--- src/rtl/mem_loader.sv ---
// -----------------------------------------------------------------------------
// mem_loader
//
// Sequential write-side loader for single-port synchronous memories. A
// valid/ready word stream is written to consecutive addresses starting at a
// programmed start address. Addresses wrap from MEM_SIZE-1 to 0, and MEM_SIZE
// need not be a power of two.
//
// Parameters
//   MEM_SIZE    words in the target memory (MEM_SIZE <= 2**ADDR_WIDTH)
//   ADDR_WIDTH  memory address width
//   DATA_WIDTH  memory word width
//
// Ports
//   clk         in   clock, all logic on posedge
//   rst_b       in   asynchronous active-low reset
//   start       in   one-cycle pulse, begins a load (honoured only in IDLE)
//   abort       in   terminate the load, return to IDLE without a done pulse
//   start_addr  in   [ADDR_WIDTH-1:0]  first write address, sampled on start
//   word_count  in   [ADDR_WIDTH:0]    words to load, sampled on start
//                                      (values above MEM_SIZE are clamped)
//   s_valid     in   input word valid
//   s_data      in   [DATA_WIDTH-1:0]  input word
//   s_ready     out  loader accepts a word this cycle
//   mem_we      out  memory write enable (registered)
//   mem_addr    out  [ADDR_WIDTH-1:0]  memory write address (registered)
//   mem_wdata   out  [DATA_WIDTH-1:0]  memory write data (registered)
//   busy        out  high while in LOAD or FINISH
//   done        out  one-cycle pulse, coincides with the last write
//   wrapped     out  sticky: the address wrapped to 0 during the current load
//   checksum    out  [DATA_WIDTH-1:0]  (only with MEM_LOADER_CHKSUM_EN)
//                    modular sum of all accepted words of the current load
//
// Build option
//   MEM_LOADER_CHKSUM_EN  when defined, adds the checksum output and adder.
// -----------------------------------------------------------------------------
module mem_loader #(
  parameter int MEM_SIZE   = 1024,
  parameter int ADDR_WIDTH = 10,
  parameter int DATA_WIDTH = 32
) (
  input  logic                  clk,
  input  logic                  rst_b,
  input  logic                  start,
  input  logic                  abort,
  input  logic [ADDR_WIDTH-1:0] start_addr,
  input  logic [ADDR_WIDTH:0]   word_count,
  input  logic                  s_valid,
  input  logic [DATA_WIDTH-1:0] s_data,
  output logic                  s_ready,
  output logic                  mem_we,
  output logic [ADDR_WIDTH-1:0] mem_addr,
  output logic [DATA_WIDTH-1:0] mem_wdata,
  output logic                  busy,
  output logic                  done,
  output logic                  wrapped
`ifdef MEM_LOADER_CHKSUM_EN
  ,
  output logic [DATA_WIDTH-1:0] checksum
`endif
);

  localparam logic [ADDR_WIDTH:0]   MEM_SIZE_C = (ADDR_WIDTH+1)'(MEM_SIZE);
  localparam logic [ADDR_WIDTH:0]   CNT_ONE    = (ADDR_WIDTH+1)'(1);
  localparam logic [ADDR_WIDTH-1:0] LAST_ADDR  = ADDR_WIDTH'(MEM_SIZE - 1);
  localparam logic [ADDR_WIDTH-1:0] ADDR_ONE   = ADDR_WIDTH'(1);

  typedef enum logic [1:0] {
    IDLE   = 2'd0,
    LOAD   = 2'd1,
    FINISH = 2'd2
  } state_e;

  state_e state_q, state_d;

  // Load bookkeeping
  logic [ADDR_WIDTH-1:0] addr_q;        // address the next accepted word goes to
  logic [ADDR_WIDTH:0]   rem_q;         // words still to be accepted
  logic                  wrap_armed_q;  // address has rolled over to 0
  logic                  wrapped_q;

  // Registered memory write port
  logic                  mem_we_q;
  logic [ADDR_WIDTH-1:0] mem_addr_q;
  logic [DATA_WIDTH-1:0] mem_wdata_q;

  logic                  hs;
  logic                  accept_start;
  logic                  last_word;
  logic [ADDR_WIDTH-1:0] addr_next;

  // Requests larger than the memory would overwrite words of this same load.
  function automatic logic [ADDR_WIDTH:0] clamp_count(input logic [ADDR_WIDTH:0] cnt);
    return (cnt > MEM_SIZE_C) ? MEM_SIZE_C : cnt;
  endfunction

  // Wrap at MEM_SIZE-1 rather than relying on power-of-two overflow. The >=
  // also folds an out-of-range start address back into the memory.
  function automatic logic [ADDR_WIDTH-1:0] incr_addr(input logic [ADDR_WIDTH-1:0] a);
    return (a >= LAST_ADDR) ? '0 : a + ADDR_ONE;
  endfunction

  assign hs           = s_valid & s_ready;
  assign accept_start = (state_q == IDLE) & start & ~abort;
  assign last_word    = hs & (rem_q == CNT_ONE);
  assign addr_next    = incr_addr(addr_q);

  // ---------------------------------------------------------------------------
  // FSM: state register
  // ---------------------------------------------------------------------------
  always_ff @(posedge clk or negedge rst_b) begin
    if (!rst_b) begin
      state_q <= IDLE;
    end else begin
      state_q <= state_d;
    end
  end

  // ---------------------------------------------------------------------------
  // FSM: next-state logic (abort overrides everything)
  // ---------------------------------------------------------------------------
  always_comb begin
    state_d = state_q;
    if (abort) begin
      state_d = IDLE;
    end else begin
      unique case (state_q)
        IDLE: begin
          if (start) begin
            state_d = (word_count == '0) ? FINISH : LOAD;
          end
        end
        LOAD: begin
          if (last_word) begin
            state_d = FINISH;
          end
        end
        FINISH:  state_d = IDLE;
        default: state_d = IDLE;
      endcase
    end
  end

  // ---------------------------------------------------------------------------
  // FSM: outputs decoded from state
  // ---------------------------------------------------------------------------
  always_comb begin
    s_ready = 1'b0;
    busy    = 1'b0;
    done    = 1'b0;
    unique case (state_q)
      IDLE: begin
        s_ready = 1'b0;
        busy    = 1'b0;
      end
      LOAD: begin
        // Dropping ready on abort keeps the aborted cycle from accepting a word.
        s_ready = ~abort;
        busy    = 1'b1;
      end
      FINISH: begin
        // FINISH is entered the cycle the last write appears, so done lines up
        // with that write. An abort arriving here suppresses the pulse.
        done = ~abort;
        busy = 1'b1;
      end
      default: begin
        s_ready = 1'b0;
        busy    = 1'b0;
        done    = 1'b0;
      end
    endcase
  end

  // ---------------------------------------------------------------------------
  // Load bookkeeping: address, remaining count, wrap tracking
  // ---------------------------------------------------------------------------
  always_ff @(posedge clk or negedge rst_b) begin
    if (!rst_b) begin
      addr_q       <= '0;
      rem_q        <= '0;
      wrap_armed_q <= 1'b0;
      wrapped_q    <= 1'b0;
    end else if (accept_start) begin
      addr_q       <= start_addr;
      rem_q        <= clamp_count(word_count);
      wrap_armed_q <= 1'b0;
      wrapped_q    <= 1'b0;
    end else if (hs) begin
      addr_q <= addr_next;
      rem_q  <= rem_q - CNT_ONE;
      if (addr_q >= LAST_ADDR) begin
        wrap_armed_q <= 1'b1;
      end
      // A handshake after the rollover is the word headed for address 0, so
      // wrapped rises in the same cycle that write appears on the port.
      if (wrap_armed_q) begin
        wrapped_q <= 1'b1;
      end
    end
  end

  // ---------------------------------------------------------------------------
  // Memory write port: one cycle behind the handshake, holds when idle
  // ---------------------------------------------------------------------------
  always_ff @(posedge clk or negedge rst_b) begin
    if (!rst_b) begin
      mem_we_q    <= 1'b0;
      mem_addr_q  <= '0;
      mem_wdata_q <= '0;
    end else begin
      mem_we_q <= hs;
      if (hs) begin
        mem_addr_q  <= addr_q;
        mem_wdata_q <= s_data;
      end
    end
  end

  assign mem_we    = mem_we_q;
  assign mem_addr  = mem_addr_q;
  assign mem_wdata = mem_wdata_q;
  assign wrapped   = wrapped_q;

`ifdef MEM_LOADER_CHKSUM_EN
  // ---------------------------------------------------------------------------
  // Running checksum of accepted words; final value appears with done
  // ---------------------------------------------------------------------------
  logic [DATA_WIDTH-1:0] chk_q;

  always_ff @(posedge clk or negedge rst_b) begin
    if (!rst_b) begin
      chk_q <= '0;
    end else if (accept_start) begin
      chk_q <= '0;
    end else if (hs) begin
      chk_q <= chk_q + s_data;
    end
  end

  assign checksum = chk_q;
`endif

endmodule

--- config.mk ---
export PLATFORM = sky130hd
export DESIGN_NAME = mem_loader
export DESIGN_NICKNAME = d
export VERILOG_FILES = /design/src/rtl/mem_loader.sv
export SDC_FILE = /design/constraint.sdc
export NUM_CORES = 1
export LEC_CHECK = 0
export ABC_AREA = 1
export CAP_MARGIN = 20
export CORE_MARGIN = 2
export CORE_UTILIZATION = 35
export CTS_CLUSTER_SIZE = 8
export DETAILED_ROUTE_END_ITERATION = 10
export PLACE_DENSITY_LB_ADDON = 0.08
export RECOVER_POWER = 50
export SLEW_MARGIN = 20
export SYNTH_ARGS = -nofsm -noshare
export SYNTH_HDL_FRONTEND = slang
export SYNTH_SLANG_ARGS = --single-unit
export TNS_END_PERCENT = 100
--- constraint.sdc ---
create_clock -name clk -period 1.5 [get_ports clk]
set_input_delay 0.225 -clock clk [delete_from_list [all_inputs] [get_ports clk]]
set_output_delay 0.225 -clock clk [all_outputs]
set_load 0.005 [all_outputs]
# --- Word level (Yosys, flattened, before mapping) ---
# Index checks and enable logic that the tools add are counted.
# W data, S select, Z words.
classes:
  n_lt_le_gt_ge: 2
  n_mul: 0
  n_mux: 20
  n_bitwise: 5
  reduce_logical: 9
  eq_ne: 5
  shift: 0
  n_div: 0
  n_addsub: 2
ops:
  columns: ["op", "count"]
  rows:
  - ["$mux W11", 3]
  - ["$mux W10", 3]
  - ["$eq A11 B1 Y1 const B", 1]
  - ["$gt A11 B11 Y1 const B", 1]
  - ["$logic_not A11 Y1", 1]
  - ["$sub A11 B1 Y11 const B", 1]
  - ["$add A10 B1 Y10 const B", 1]
  - ["$ge A10 B10 Y1 const B", 1]
  - ["$mux W1", 9]
  - ["$mux W2", 4]
  - ["$ne A3 B3 Y1 const B", 2]
  - ["$reduce_and A2 Y1", 3]
  - ["$reduce_bool A2 Y1", 3]
  - ["$and A1 B1 Y1", 4]
  - ["$pmux W2 S2", 1]
  - ["$eq A2 B1 Y1 const B", 1]
  - ["$eq A2 B2 Y1 const B", 1]
  - ["$logic_not A2 Y1", 1]
  - ["$reduce_or A2 Y1", 1]
  - ["$not A1 Y1", 1]
word_totals:
  output_inout_bits: 47
  ramBits: 0
  inputBits: 58
  mem_count: 0
  regBits: 68
  latchBits: 0
  rom_bits: 0
  elab_cells: 51

# --- Logic depth before layout (Yosys ltp) ---
depth:
  word_depth: 7
  depth_mapped: 12
  mapped_depth_nobuf: 11

# --- Worst setup path before layout ---
# Ideal clock, no wire load.
synth_timing:
  kind: "register to register"
  from: "register state_q[1]"
  to: "register rem_q[7]"
  arrival_time_ps: 1318
  stages_incl_launch_ff: 12
  path_slack_ps: 57
  synth_period_minus_slack_ps: 1443
  path_buffers: 2
  required_time_ps: 1375
  setup_time_ps: 125
  path_cell_list: "dfrtp_1 inv_1 ha_1 inv_1 nor2_4 nand2_2 buf_6 inv_4 buf_6 nand3_1 nand3_1 nand3_1"
synth_via:
  elab_chain_cells: 4
  elab_cells_between_ends: 8
  cone_classes: "eq/ne: 1; mux: 2; bitwise: 3; reduce/logical: 2"
synth_lines:
  columns: ["item", "line_no", "source"]
  rows:
  - ["start: declaration", "74", "state_e state_q, state_d;"]
  - ["start signal: assignment", "115", "state_q <= state_d;"]
  - ["$eq A2 B1 Y1", "151", "unique case (state_q)"]
  - ["$mux W1", "151", null]
  - ["named net s_ready", "50", "output logic s_ready,"]
  - ["$and A1 B1 Y1", "103", "assign hs = s_valid & s_ready;"]
  - ["$reduce_bool A2 Y1 (no line)", null, null]
  - ["end signal: assignment", "186", "rem_q <= clamp_count(word_count);"]
  - ["end signal: assignment", "191", "rem_q <= rem_q - CNT_ONE;"]
  - ["end: declaration", "78", "logic [ADDR_WIDTH:0] rem_q;"]
# The timed path passes the listed nets, and every way through them passes these cells.
# A chain may end at the register's enable or synchronous reset.

# --- Final worst setup path ---
layout_timing:
  from: "register state_q[1]"
  to: "register addr_q[6]"
layout_via:
  elab_chain_cells: 4
  elab_cells_between_ends: 8
  cone_classes: "eq/ne: 1; mux: 2; bitwise: 3; reduce/logical: 2"
layout_lines:
  columns: ["item", "line_no", "source"]
  rows:
  - ["$eq A2 B1 Y1 / $logic_not A2 Y1 (equally long branches)", "151, 104", null]
  - ["$mux W1 / $and A1 B1 Y1 (equally long branches)", "151, 104", null]
  - ["$and A1 B1 Y1 (on tied branches)", "103, 104", null]
  - ["$reduce_bool A2 Y1 (no line) / $mux W10 (equally long branches)", null, null]
  - ["end signal: assignment", "185", "addr_q <= start_addr;"]
  - ["end signal: assignment", "190", "addr_q <= addr_next;"]
  - ["end: declaration", "77", "logic [ADDR_WIDTH-1:0] addr_q;"]
# Several ways; a longest one is shown, not always the timed one.

==> impl_metrics.py <==
metrics = {
    "yosys": {
        "ys_seq_elements": 68,
        "yosysSeqAreaShare": 0.511,
        "async_flop_share": 1.00,
        "synth_flop_cell": "dfrtp_1",
        "synthMuxAreaShare": 0,
        "yosysUniqueCellTypes": 27,
        "yosys-top-cells-area": "dfrtp_1 (51%), nand2_1 (20%), nand3_1 (5.6%), inv_1 (3.8%), nor2_1 (3.4%)",
        "synthSimpleGateAreaFrac": 0.321,
        "synth_top_area_frac": 0.511,
        "synth_compound_area_frac": 0.0608,
        "ys_warn_count": 0,
        "syn_inst": 424,
        "synth.net_count": 488,
        "synth_edf_count": 0,
        "netlist_area_um2": 3330,
        "synth-xor-area-share": 0.0105,
        "synthAdderAreaFrac": 0.0225,
        "synth_top_family_by_area": "simple AND/OR/NAND/NOR gates",
        "synth_top_area_cell": "dfrtp_1",
        "synth.most_common_cell": "nand2_1",
        "syn_avg_cell_area_um2": 7.86,
        "synthTopCellsByCount": "nand2_1 (177), dfrtp_1 (68), nand3_1 (37)",
    },
    "clock_network": {
        "root_buffer": "clkbuf_8",
        "htree_levels": 3,
        "cts_inserted_buffers": 9,
        "clk_path_buf_depth": 2,
        "clkTransAtPathRegs_ps": 80,
        "clk_latency_ps": 350,
        "cts_tree": "yes",
        "cts_sinks": 68,
    },
    "critical_path": {
        "cp.required_ps": 1730,
        "slowest_stage": "dfrtp_1",
        "cp_cell_sequence": "inv_2, buf_6, ha_4, inv_2, nor2_4, nand2_4, nand2_4, buf_6, o21ai_1, o21bai_1",
        "critical_path.max_fanout": 6,
        "cp_top_family": "flip-flops",
        "ff2ff_setup_slack_ps": -70,
        "crit_arrival_ps": 1800,
        "crit_buf_inv": 4,
        "cp-end-kind": "flop",
        "startpoint_type": "flop",
        "crit_type": "flop to flop",
        "cp_slowest_stage_delay_ps": 390,
    },
    "placement": {
        "dpl_cell_area_um2": 4700,
        "place_congestion": 0.863,
        "dp_hpwl_mm": 6.15,
        "pre_cts_ws_ps": -247,
        "io_buffers": 104,
        "place_inst": 674,
    },
    "grt": {
        "grt_pass1_wl_mm": 14.3,
        "gr-usage-all-layers": 0.175,
        "grt_start_max_net_pins": 69,
        "grt_pass1_vias": 3055,
        "antenna_found_initial": 0,
        "grt-ovfl-total": 0,
    },
    "power": {
        "leakagePower_uw": 0.00251,
        "p_per_area_nw_per_um2": 1630,
        "vdd.ir_drop.worst_mv": 0.573,
    },
    "detailed_routing": {
        "postRouteAntennaNets": 0,
        "wirelength_mm": 9.14,
        "drtPass1Iterations": 5,
        "drtIter0Drc": 127,
        "vias_per_cell": 4.58,
        "wl_per_cell_um": 13.1,
        "vias": 3200,
        "drc": 0,
    },
    "floorplan": {
        "dieArea_um2": 10300,
        "io_pins": 105,
        "fp.dieW_um": 102,
        "fp.dieH_um": 102,
        "fp-row-count": 35,
        "core_area_um2": 9240,
        "initial_utilization": 0.361,
    },
    "outcome": {
        "violations": "negative setup slack",
        "status": "finished with violations",
    },
    "min_path": {
        "hold_class": "input pin to flop",
    },
    "sta": {
        "clock_skew_ps": 9.23,
        "worst_slew_pin_slew_ps": 956,
        "setup_viol": 15,
        "slew_viol_final": 0,
        "rsz0062_at_grt": "yes",
        "finalHoldViolCount": 0,
        "holdWs_ps": 405,
        "max_freq_mhz": 638,
        "finalWorstSetupSlack_ps": -66.3,
        "period_minus_slack_ps": 1570,
        "slew_headroom": 0.362,
        "period_share": 1.04,
    },
    "layout": {
        "area_growth_pct": 56.3,
        "nets": 629,
        "drive_gt1_frac": 0.182,
        "num_antenna_cells": 0,
        "layoutNonFillerInstCount": 699,
        "design_area_um2": 5210,
    },
    "run": {
        "maxCapViolCount": 0,
    },
}
-- power breakdown --
group	internal (uW)	switching [uW]	leakage [uW]	total (uW)
Clock	945	772	0.000110	1720
Combinational	2030	1570	0.00154	3600
Sequential	2640	555	0.000854	3200
-- cells in the final DEF (no fill, tap or decap), types with 6 or more instances in the layout --
| cell | count |
|---|---|
| nand3_2 | 6 |
| buf_4 | 25 |
| inv_1 | 28 |
| o21ai_1 | 8 |
| nand2_1 | 169 |
| clkbuf_8 | 9 |
| nand2_2 | 6 |
| buf_6 | 9 |
| clkdlybuf4s50_1 | 100 |
| nor2_1 | 23 |
| dfrtp_1 | 67 |
| nand3_1 | 31 |
| o21ai_0 | 14 |
-- through the flow --
stage / TNS [ps] / util / total power, uW
2_1_floorplan: 0 / - / 4580
3_3_place_gp: -9460 / 0.508 / 6480
3_5_place_dp: -10850 / 0.508 / 6540
4_1_cts: -144 / 0.547 / 8380
5_1_grt: -2280 / 0.564 / 9190
6_report: -285 / 0.564 / 8510
-- cell type report --
class,count,area [um^2]
Clock buffer,9,124
Clock inverter,7,98.8
Fill cell,834,4030
Inverter,36,150
Multi-Input combinational cell,305,1550
Sequential cell,68,1700
Tap cell,129,161
Timing Repair Buffer,145,1430
-- cells by family after synthesis --
kind of cell | count (synthesis)
flops | 68
xor+xnor | 4
fa+ha+maj | 6
buf+inv | 51
compound gates | 37
simple gates | 258
-- registers in the layout, indices dropped and copies added (netlist names) --
signal        count
wrap_armed_q      1
mem_wdata        32
rem_q            11
addr_q           10
state_q           2
mem_we            1
mem_addr         10
wrapped           1
-- layer usage --
layer | wire (um) | global-route usage | vias to the layer above
met1 | 4330 | 0.233 | 1477
met3 | 551 | 0.0359 | 11
met5 | 0 | 0 | -
met4 | 120 | 0.0665 | 0
li1 | - | - | 1616
met2 | 4140 | 0.282 | 96
-- worst register-to-register path: stages, from the launching register on --
cell      delay (ps)
dfrtp_1          390
inv_2             90
buf_6            110
ha_4             110
inv_2             30
nor2_4           110
nand2_4          120
nand2_4          140
buf_6            140
o21ai_1           60
o21bai_1         150
-- timing repair --
item	in CTS	in global routing
setup endpoints to repair	53	66
cloned	1	1
hold buffers	1	0
buffers inserted	3	3
pin swaps	4	14
endpoints found under the hold margin	68	0
gates resized for setup	44	37
-- worst paths after layout --
check | to | cells after the start | startpoint
worst max-delay path | addr_q[6] | 10 | state_q[1]
worst min-delay path | mem_wdata[10] | 3 | s_data[10]
worst max register to register | addr_q[6] | 10 | state_q[1]
worst min register to register | mem_wdata[16] | 2 | mem_wdata[16]
max in group asynchronous | state_q[0] | 3 | rst_b
min in group asynchronous | mem_wdata[28] | 3 | rst_b
(Power assumes the default switching activity.)
==> RTL change, RTL diff (same flow settings) <==
Add a define of `MEM_LOADER_CHKSUM_EN`.
--- a/src/rtl/mem_loader.sv
+++ b/src/rtl/mem_loader.sv
@@ -36,2 +36,4 @@
 // -----------------------------------------------------------------------------
+`define MEM_LOADER_CHKSUM_EN
+
 module mem_loader #(
Formal check against the unedited RTL (old outputs only; new: checksum): equivalent (equiv_simple and equiv_induct, registers matched by name and starting in step).
==> RTL change against the original RTL <==
  * The run still ends with negative setup slack left
  * Utilization grew 8.4 points
  * Synthesized area grew 110%
  * Cell area grew 140%
  * Synthesized cell count grew 140%
  * Sequential cell count grew 32
  * Global-route usage grew 5.5 points
  * Die area grew 100%
  * Worst setup slack lost 0.25 ns
  * Power grew 110%
  * Routed wire length grew to 2.6 times the old value
  * Non-clock buffer count grew 188
  * Largest cell class is now multi-input gates
==> RTL change: results (changes against the original RTL) <==
----------------------------------------------------
[Outcome]
  Result of the run ... finished, violations left
  Violated checks ... negative setup slack

[Critical path]
  Worst endpoint data arrival time ... 2.13 ns (+0.33 ns)
  Max FO, Critical Path ... 4 (-2)
  CP max stage delay ... 0.42 ns (+0.03 ns)
  Startpoint of the worst setup timing path ... checksum[0]
  Reg-to-reg critical path endpoint ... checksum[24]
  Worst reg2reg path depth ... 13 (+3)
  Top cell family by delay on the critical path ... simple AND/OR/NAND/NOR gates

[CTS]
  Post-cts gate resize count ... 294 (+570%)
  Post-CTS setup buffers ... 30 (+27)
  Clk_lat worst skew ... 0.37 ns (+0.02 ns)
  Depth of the CTS H-tree ... 3 (unchanged)

[GRT]
  Number of global-route vias before repair ... 7,103 (+130%)
  Wire length of the first global-routing pass ... 36,960 µm (+160%)
  GRT Util Overall ... 23.01% (+5.5 points)

[Timing]
  Max_slew headroom ... 64.91% (+29 points)
  Count of final setup violators ... 107 (+92)
  Setup Total Neg Slack ... -12.39 ns (-12.10 ns)
  Worst-case setup margin in the final layout ... -0.3200 ns (-0.2537 ns)
  Post-route worst hold slack ... 0.1873 ns (-0.2174 ns)

[Min path]
  Worst hold endpoint ... mem_wdata[18]
  Origin of the worst min-delay path ... s_data[18]

[Pwr]
  Static Leak ... 6.557 nW (+160%)
  Clock network power ... 2.44 mW (+42%)
  Power dissipated by switching net loads ... 7.385 mW (+160%)
  Sequential Power ... 4.71 mW (+47%)
  Total power of the final layout ... 17.84 mW (+110%)
  Worst voltage drop across the vdd grid ... 693.1 µV (+21%)

[Logic synthesis]
  Top cells by area, synth ... sky130_fd_sc_hd__dfrtp_1, sky130_fd_sc_hd__nand2_1, sky130_fd_sc_hd__inv_1
  Number of nets produced by synthesis ... 1,107 (+130%)
  Post-synthesis xor/xnor area fraction ... 1.531% (+0.48 points)
  Share of synthesized cell area in full adder, half adder and majority cells ... 7.035% (+4.8 points)
  Sequential area share after synthesis ... 36.45% (-15 points)
  Compound-cell area share of the yosys netlist ... 7.818% (+1.7 points)
  Number of unique standard cell types used by synthesis ... 45 (+67%)

[Route]
  Drt first pass iters ... 4 (-1)
  Total via count in the routed design ... 7,436 (+130%)
  Wire length per cell after detailed routing ... 14.96 µm (+15%)
  Total wirelength of the detailed-routed design ... 23,990 µm (+160%)
  Number of DRC markers after the initial detailed-route iteration ... 322 (+150%)

[Placement]
  Total cell area at the placement stage ... 0.009807 mm² (+110%)
  Placement Setup Slack ... -0.7086 ns (-0.4614 ns)
  Half-perimeter wire length after placement ... 16,290 µm (+160%)
  Number of placed cells counting well taps ... 1,518 (+130%)
  GPL Wtd Cong ... 0.8706 (+0.85%)
  Count of input and output buffers ... 136 (+31%)

[Layout]
  Share of final-layout standard cells stronger than drive strength 1 ... 44.92% (+27 points)

----------------------------------------------------
[RTL change: cell types whose count changed in the layout (fill, tap and decap cells not counted), sizes merged, moves of 30 or more]
cell	unedited run	this run
dfrtp	68	100
inv	37	147
dlygate4sd2	0	30
nand2	181	452
buf	42	194
ha	6	37
nor2	33	71
[RTL change: routing by layer]
| layer | vias to the layer above | part of all wire, % | GRT usage [%] | wire, µm |
|---|---|---|---|---|
| met1 | 3499 | 46 | 31.33 | 11140 |
| met2 | 111 | 49 | 39.22 | 11770 |
| met3 | 19 | 3.0 | 2.384 | 721 |
| met4 | 0 | 1.5 | 5.882 | 357 |
| li1 | 3807 | - | - | - |
| met5 | - | 0 | 0 | 0 |
[RTL change: area by class of cell]
class | count | area [µm²]
multi-input cells | 745 | 5375
well taps | 265 | 331.6
clock buffers | 9 | 225.2
clock inverters | 7 | 75.07
fillers | 1657 | 6814
repair buffers | 333 | 3417
inverters | 144 | 593.1
flip-flops and latches | 100 | 2504
